## config.mk

```make
export PLATFORM = sky130hd
export DESIGN_NAME = jt08_adpcm_mix_flat
export DESIGN_NICKNAME = d
export VERILOG_FILES = /design/src/rtl/jt08_adpcm_mix_pkg.sv /design/src/rtl/jt08_adpcm_mix_if.sv /design/src/rtl/jt08_adpcm_mix_ramp.sv /design/src/rtl/jt08_adpcm_mix.sv /design/src/flat_wrapper.sv
export SDC_FILE = /design/constraint.sdc
export NUM_CORES = 1
export LEC_CHECK = 0
export CAP_MARGIN = 20
export CORE_ASPECT_RATIO = 1.1
export CORE_MARGIN = 4
export CORE_UTILIZATION = 55
export DETAILED_ROUTE_END_ITERATION = 10
export PLACE_DENSITY = 0.86
export SETUP_SLACK_MARGIN = 0.3
export SLEW_MARGIN = 20
export SYNTH_ARGS = -nofsm -noshare
export SYNTH_HDL_FRONTEND = slang
export SYNTH_SLANG_ARGS = --single-unit
```

## constraint.sdc

```tcl
create_clock -name clk -period 3.4 [get_ports clk]
set_input_delay 0.68 -clock clk [delete_from_list [all_inputs] [get_ports clk]]
set_output_delay 0.68 -clock clk [all_outputs]
set_load 0.01 [all_outputs]
```

## src/rtl/jt08_adpcm_mix_pkg.sv

```systemverilog
// Shared definitions for the ADPCM channel mixer.
//   ATT_W   : width of one per-channel attenuation field
//   att_t   : one attenuation field
//   aw_of() : accumulator width for a given input width and channel count
//   sat_to(): clip a value to the signed range of an ow-bit word
package jt08_adpcm_mix_pkg;

  localparam int ATT_W = 3;

  typedef logic [ATT_W-1:0] att_t;

  // One guard bit above the CH-fold growth so a full frame never wraps.
  function automatic int aw_of(input int iw, input int ch);
    return iw + $clog2(ch) + 1;
  endfunction

  function automatic longint sat_to(input longint v, input int ow);
    longint hi;
    longint lo;
    hi = (longint'(1) <<< (ow - 1)) - 1;
    lo = -(longint'(1) <<< (ow - 1));
    if (v > hi) return hi;
    if (v < lo) return lo;
    return v;
  endfunction

endpackage

```

## src/rtl/jt08_adpcm_mix_if.sv

```systemverilog
// Channel-sample bus between the ADPCM decoders and the mixer.
//   master: drives cen, cur_ch, match, en_sum, en_ch, att, pcm_in, clr_ovf;
//           receives pcm_out, out_valid, ovf
//   slave : the mixer side, the reverse directions
interface jt08_adpcm_mix_if #(
  parameter int CH = 6,
  parameter int IW = 16,
  parameter int OW = 16
);
  import jt08_adpcm_mix_pkg::*;

  logic                  cen;
  logic [CH-1:0]         cur_ch;
  logic                  match;
  logic                  en_sum;
  logic [CH-1:0]         en_ch;
  logic [ATT_W*CH-1:0]   att;
  logic signed [IW-1:0]  pcm_in;
  logic                  clr_ovf;
  logic signed [OW-1:0]  pcm_out;
  logic                  out_valid;
  logic                  ovf;

  modport master (
    output cen, cur_ch, match, en_sum, en_ch, att, pcm_in, clr_ovf,
    input  pcm_out, out_valid, ovf
  );

  modport slave (
    input  cen, cur_ch, match, en_sum, en_ch, att, pcm_in, clr_ovf,
    output pcm_out, out_valid, ovf
  );

endinterface

```

## src/rtl/jt08_adpcm_mix_ramp.sv

```systemverilog
// Linear interpolation of the mixer output towards each new frame value.
//   clk, rst_n : clock, async active-low reset
//   cen_i      : clock enable, ramp steps only on enabled edges
//   load_i     : new frame value available on tgt_i (already qualified by cen)
//   tgt_i      : saturated frame value
//   pcm_o      : interpolated output
module jt08_adpcm_mix_ramp #(
  parameter int OW   = 16,
  parameter int ILOG = 2
) (
  input  logic                 clk,
  input  logic                 rst_n,
  input  logic                 cen_i,
  input  logic                 load_i,
  input  logic signed [OW-1:0] tgt_i,
  output logic signed [OW-1:0] pcm_o
);

  localparam int             CW       = ILOG + 1;
  localparam logic [CW-1:0]  CNT_FULL = CW'(1 << ILOG);
  localparam logic [CW-1:0]  CNT_ONE  = CW'(1);

  logic signed [OW-1:0] tgt_q, tgt_d;
  logic signed [OW-1:0] out_q, out_d;
  logic signed [OW:0]   delta_q, delta_d;
  logic signed [OW:0]   diff;
  logic [CW-1:0]        cnt_q, cnt_d;

  // Step is taken from the current output, so a frame arriving mid-ramp
  // continues smoothly from wherever the ramp has got to.
  assign diff = $signed({tgt_i[OW-1], tgt_i}) - $signed({out_q[OW-1], out_q});

  always_comb begin
    tgt_d   = tgt_q;
    out_d   = out_q;
    delta_d = delta_q;
    cnt_d   = cnt_q;
    if (load_i) begin
      tgt_d   = tgt_i;
      delta_d = diff >>> ILOG;
      cnt_d   = CNT_FULL;
    end else if (cen_i && (cnt_q > CNT_ONE)) begin
      out_d = OW'($signed({out_q[OW-1], out_q}) + delta_q);
      cnt_d = cnt_q - CNT_ONE;
    end else if (cen_i && (cnt_q == CNT_ONE)) begin
      // Last step lands on the target exactly, absorbing shift rounding.
      out_d = tgt_q;
      cnt_d = '0;
    end
  end

  always_ff @(posedge clk or negedge rst_n) begin
    if (!rst_n) begin
      tgt_q   <= '0;
      out_q   <= '0;
      delta_q <= '0;
      cnt_q   <= '0;
    end else begin
      tgt_q   <= tgt_d;
      out_q   <= out_d;
      delta_q <= delta_d;
      cnt_q   <= cnt_d;
    end
  end

  assign pcm_o = out_q;

endmodule

```

## src/rtl/jt08_adpcm_mix.sv

```systemverilog
// Time-multiplexed ADPCM channel mixer: sums one sample per channel over a
// rotation, applies per-channel mute/attenuation, saturates each frame and
// either holds it or ramps to it.
//   clk, rst_n : clock, async active-low reset
//   bus        : jt08_adpcm_mix_if slave (channel samples in, mixed output,
//                out_valid pulse and sticky ovf out)
module jt08_adpcm_mix
  import jt08_adpcm_mix_pkg::*;
#(
  parameter int CH     = 6,
  parameter int IW     = 16,
  parameter int OW     = 16,
  parameter int INTERP = 0,
  parameter int ILOG   = 2
) (
  input  logic             clk,
  input  logic             rst_n,
  jt08_adpcm_mix_if.slave  bus
);

  localparam int AW = aw_of(IW, CH);

  logic                 onehot;
  logic                 ch_en;
  att_t                 att_sel;
  logic signed [AW-1:0] pcm_ext;
  logic signed [AW-1:0] term;
  logic                 step;
  logic                 frame;
  longint               fsum_sat;
  logic                 clip;
  logic signed [OW-1:0] sat_out;

  logic signed [AW-1:0] acc_q, acc_d;
  logic                 ovf_q, ovf_d;
  logic                 valid_q, valid_d;

  // Malformed channel strobes (none or several bits) are ignored outright.
  assign onehot = (bus.cur_ch != '0) && ((bus.cur_ch & (bus.cur_ch - CH'(1))) == '0);
  assign ch_en  = bus.en_sum & (|(bus.en_ch & bus.cur_ch));

  always_comb begin
    att_sel = '0;
    for (int i = 0; i < CH; i++) begin
      if (bus.cur_ch[i]) att_sel = att_sel | bus.att[ATT_W*i +: ATT_W];
    end
  end

  assign pcm_ext = {{(AW-IW){bus.pcm_in[IW-1]}}, bus.pcm_in};

  always_comb begin
    term = '0;
    if (ch_en) term = pcm_ext >>> att_sel;
  end

  assign step  = bus.cen & bus.match & onehot;
  assign frame = step & bus.cur_ch[0];

  // The completing frame is the accumulator before this edge's term.
  assign fsum_sat = sat_to(longint'(acc_q), OW);
  assign clip     = (fsum_sat != longint'(acc_q));
  assign sat_out  = OW'(fsum_sat);

  always_comb begin
    acc_d   = acc_q;
    ovf_d   = ovf_q;
    valid_d = frame;
    if (step) acc_d = bus.cur_ch[0] ? term : acc_q + term;
    if (bus.clr_ovf) ovf_d = 1'b0;
    if (frame && clip) ovf_d = 1'b1;
  end

  always_ff @(posedge clk or negedge rst_n) begin
    if (!rst_n) begin
      acc_q   <= '0;
      ovf_q   <= 1'b0;
      valid_q <= 1'b0;
    end else begin
      acc_q   <= acc_d;
      ovf_q   <= ovf_d;
      valid_q <= valid_d;
    end
  end

  assign bus.out_valid = valid_q;
  assign bus.ovf       = ovf_q;

  generate
    if (INTERP == 0) begin : g_hold
      logic signed [OW-1:0] out_q, out_d;

      always_comb begin
        out_d = out_q;
        if (frame) out_d = sat_out;
      end

      always_ff @(posedge clk or negedge rst_n) begin
        if (!rst_n) out_q <= '0;
        else        out_q <= out_d;
      end

      assign bus.pcm_out = out_q;
    end else begin : g_ramp
      jt08_adpcm_mix_ramp #(
        .OW   (OW),
        .ILOG (ILOG)
      ) u_ramp (
        .clk    (clk),
        .rst_n  (rst_n),
        .cen_i  (bus.cen),
        .load_i (frame),
        .tgt_i  (sat_out),
        .pcm_o  (bus.pcm_out)
      );
    end
  endgenerate

endmodule
```

## src/flat_wrapper.sv

```systemverilog
// flat-port wrapper written by rule: the top's interface ports become plain ports
module jt08_adpcm_mix_flat import jt08_adpcm_mix_pkg::*;
#(
  parameter int CH     = 6,
  parameter int IW     = 16,
  parameter int OW     = 16,
  parameter int INTERP = 0,
  parameter int ILOG   = 2
)
  (clk, rst_n, bus_cen, bus_cur_ch, bus_match, bus_en_sum, bus_en_ch, bus_att, bus_pcm_in, bus_clr_ovf, bus_pcm_out, bus_out_valid, bus_ovf);
  jt08_adpcm_mix_if #(.CH(CH), .IW(IW), .OW(OW)) bus_i ();
  input  logic clk;
  input  logic rst_n;
  input wire logic [$bits(bus_i.cen)-1:0] bus_cen;
  input wire logic [$bits(bus_i.cur_ch)-1:0] bus_cur_ch;
  input wire logic [$bits(bus_i.match)-1:0] bus_match;
  input wire logic [$bits(bus_i.en_sum)-1:0] bus_en_sum;
  input wire logic [$bits(bus_i.en_ch)-1:0] bus_en_ch;
  input wire logic [$bits(bus_i.att)-1:0] bus_att;
  input wire logic [$bits(bus_i.pcm_in)-1:0] bus_pcm_in;
  input wire logic [$bits(bus_i.clr_ovf)-1:0] bus_clr_ovf;
  output wire logic [$bits(bus_i.pcm_out)-1:0] bus_pcm_out;
  output wire logic [$bits(bus_i.out_valid)-1:0] bus_out_valid;
  output wire logic [$bits(bus_i.ovf)-1:0] bus_ovf;
  assign bus_i.cen = bus_cen;
  assign bus_i.cur_ch = bus_cur_ch;
  assign bus_i.match = bus_match;
  assign bus_i.en_sum = bus_en_sum;
  assign bus_i.en_ch = bus_en_ch;
  assign bus_i.att = bus_att;
  assign bus_i.pcm_in = bus_pcm_in;
  assign bus_i.clr_ovf = bus_clr_ovf;
  assign bus_pcm_out = bus_i.pcm_out;
  assign bus_out_valid = bus_i.out_valid;
  assign bus_ovf = bus_i.ovf;
  jt08_adpcm_mix #(.CH(CH), .IW(IW), .OW(OW), .INTERP(INTERP), .ILOG(ILOG)) u_core (.clk(clk), .rst_n(rst_n), .bus(bus_i));
endmodule
```

==> run_results.csv <==
group,metric,value,unit
final_layout,syn2layout_area_growth,58.9,%
die,fp.dieW,82.9,um
setup_path,slowest_stage,"a221o_1",
clock_network,cts_tree,"yes",
synthesis,synth_top_area_cell,"dfrtp_1",
synthesis,async_flop_share,100,%
placed_design,dp_hpwl,8.26,mm
die,dieArea,7490,sq um
die,floorplan.initialDensity,57.7,%
synthesis,syn_nets,472,
sta,finalHoldViolations,0,
final_layout,final_nets,632,
route,dr.pass1.iters,6,
route,viasPerCell,7.07,
setup_path,crit_fanout,7,
synthesis,netlist_top_cells_area,"dfrtp_1 28%, mux2i_1 8.3%, ha_1 7.4%, a21oi_1 4.9%, nand2_1 4.9%",
synthesis,synth_cells,399,
setup_path,cpPeakStageDelay,370,ps
sta,period_share,117,%
clock_network,cts_buffers,5,
power,ir_drop,0.270,mV
clock_network,ctsHoldBuffers,0,
setup_path,crit_required,3580,ps
setup_path,cp-startpoint,"bus_att[12]",
die,fp-row-count,29,
placed_design,placedCellCount,606,
sta,relSlewSlack,29.7,%
power,powerDensity,473,nW/um^2
sta,max_freq,252,MHz
route,wl_per_cell,24.0,um
sta,drv_slew,0,
synthesis,synth_top_area_share,28.0,%
outcome,violations,"negative setup slack",
sta,fin_ws,-567,ps
setup_path,arrival,4140,ps
worst_hold_path,hp-class,"reg2reg",
route,remaining_drc_errors,0,
grt,grt_start_max_net_pins,39,
clock_network,clk_latency,300,ps
sta,clock_skew,16.2,ps
synthesis,ys_ff_latch,38,
placed_design,portBuffers,69,
setup_path,cp-end-kind,"register",
synthesis,ys.flop_type,"dfrtp_1",
setup_path,crit-reg2reg-launch,"u_core.acc_q[1]$_DFFE_PN0P_",
grt,grt_usage,32.3,%
final_layout,final_cells,636,
setup_path,startpoint_type,"primary input",
synthesis,synth_seq_area_share,28.0,%
synthesis,synth.distinct_cells,59,
synthesis,yosysMostFrequentCell,"nand2_1",
route,drt_wl_total,15.3,mm
sta,rsz0062_at_grt,"true",
power,finalPower,0.00255,W
synthesis,syn_area,3390,sq um
clock_network,clock_path_buffers,2,
route,drtAntennaViolNets,0,
route,drtIter0Drc,579,
route,vias,4496,
sta,period_needed,3970,ps
clock_network,root_buffer,"clkbuf_8",
synthesis,yosys_warnings,0,
synthesis,avgSynthCellArea,8.50,sq um
worst_hold_path,hold_start,"u_core.bus.pcm_out[15]$_DFFE_PN0P_",
power,p_leak,2.39,nW
die,core_area,5880,sq um
grt,antenna_found_initial,0,
die,die_height,90.4,um
grt,grt_pass1_wl,19.9,mm
job,drv_cap,0,
setup_path,crit_chain,"clkdlybuf4s15_1 -> a22oi_2 -> nand3_1 -> buf_6 -> buf_4 -> mux2i_1 -> mux2i_1 -> a22o_1 -> ha_1 -> a21oi_2 -> nand2_1 -> o221ai_2 -> a21oi_2 -> or2_4 -> xor2_1 -> a221o_1",
die,ios,70,
final_layout,n_fill_cell,228,
sta,max_slew.worst_pin.slew,1050,ps
outcome,status,"finished with violations",
final_layout,num_antenna_cells,0,
sta,fin_hold_ws,483,ps
grt,grt_pass1_vias,4078,
clock_network,cts_sinks,38,
placed_design,gp_congestion,0.951,
synthesis,synth-edff-count,0,
setup_path,path_class,"in2reg",
final_layout,fin_util,91.7,%
grt,overflow,0,
final_layout,drive_above_1_share,37.9,%
clock_network,path_clk_slew,90,ps
synthesis,synth_common_cells,"44 x nand2_1, 38 x dfrtp_1, 33 x a21oi_1",
sta,finalSetupViolations,15,
clock_network,htreeDepth,2,
-- flip-flops by register name (all words and copies together) (netlist names) --
signal and cells:
u_core.bus.ovf 1, u_core.acc_q 20, u_core.bus.out_valid 1, u_core.bus.pcm_out 16
-- final timing paths --
path	end	slack (ps)	cells past startpoint
worst max register to register	u_core.acc_q[15]$_DFFE_PN0P_	780	9
worst min-delay path	u_core.bus.pcm_out[15]$_DFFE_PN0P_	480	2
max in group asynchronous	u_core.acc_q[9]$_DFFE_PN0P_	2210	2
min in group asynchronous	u_core.acc_q[18]$_DFFE_PN0P_	840	2
worst min register to register	u_core.bus.pcm_out[15]$_DFFE_PN0P_	480	2
worst max-delay path	u_core.acc_q[15]$_DFFE_PN0P_	-570	16
-- placed cells by master, fill, tap and decap left out, types with 4 or more instances in the layout --
master	count
inv_1	9
o21ai_1	20
o21ai_0	8
ha_1	13
o211ai_1	4
a22oi_2	10
clkbuf_8	5
a22o_1	9
and3_1	6
o21ai_2	5
buf_6	17
nand3_1	10
a221o_1	6
xnor2_1	8
dlygate4sd2_1	6
dfrtp_1	38
nor3_1	8
buf_2	6
nor2_1	18
nand2_1	42
nor4_1	6
a22oi_1	5
a21oi_1	26
buf_4	93
a21oi_2	5
mux2i_1	17
clkdlybuf4s50_1	45
ha_4	6
mux2i_2	8
xor2_1	4
o21a_1	4
clkdlybuf4s15_1	5
-- metal layers --
layer,wire length [um],track usage (%)
met5,0,0
met4,1330,17.2
met3,1810,6.57
met2,7010,57.2
met1,5100,36.2
-- kinds of logic (layout without fill, tap and decap cells) --
logic type	count (synthesis)	after routing	share of synthesized area, %
muxes	31	31	9.59
buffers and inverters	33	193	4.68
DFF	38	38	28.0
and+or+nand+nor	125	125	18.2
AOI/OAI and AO/OA	139	139	28.4
adders and majority gates	21	21	7.97
xor gates and xnor gates	12	12	3.10
-- critical path: cells and delay by family --
family,cells,cell delay [ps]
AOI/OAI and AO/OA,6,1440
xor gates and xnor gates,1,160
adders and majority gates,1,340
buffers and inverters,3,550
muxes,2,460
and+or+nand+nor,3,510
-- area by class of cell --
type / count / area (sq um) / area share, %
inverter: 12 / 45.0 / 0.836
clock inverter: 2 / 10.0 / 0.186
tap: 77 / 96.3 / 1.79
timing repair buffer: 174 / 1480 / 27.5
clock buffer: 5 / 68.8 / 1.28
multi-input combinational: 328 / 2740 / 50.8
sequential: 38 / 951 / 17.6
-- what timing repair did --
item / CTS / global route
resized for setup: 126 / 39
cloned: 0 / 0
setup endpoints to repair: 19 / 17
pin swaps: 35 / 24
buffers inserted: 17 / 6
-- metrics by stage --
step,setup TNS [ps],worst slack (ps),instance area (sq um)
after detailed placement,-13980,-1070,4740
after floorplan,-916,-200,3520
final,-5970,-567,5390
after global placement,-11870,-888,4740
after global routing,-7320,-623,5390
after CTS,-749,-186,5190
-- power breakdown --
part	total, W	switching [W]	internal [W]
Clock	0.000309	0.000171	0.000138
Combinational	0.00152	0.000760	0.000764
Sequential	0.000718	0.000159	0.000559
Total	0.00255	0.00109	0.00146
(Power assumes the default switching activity.)
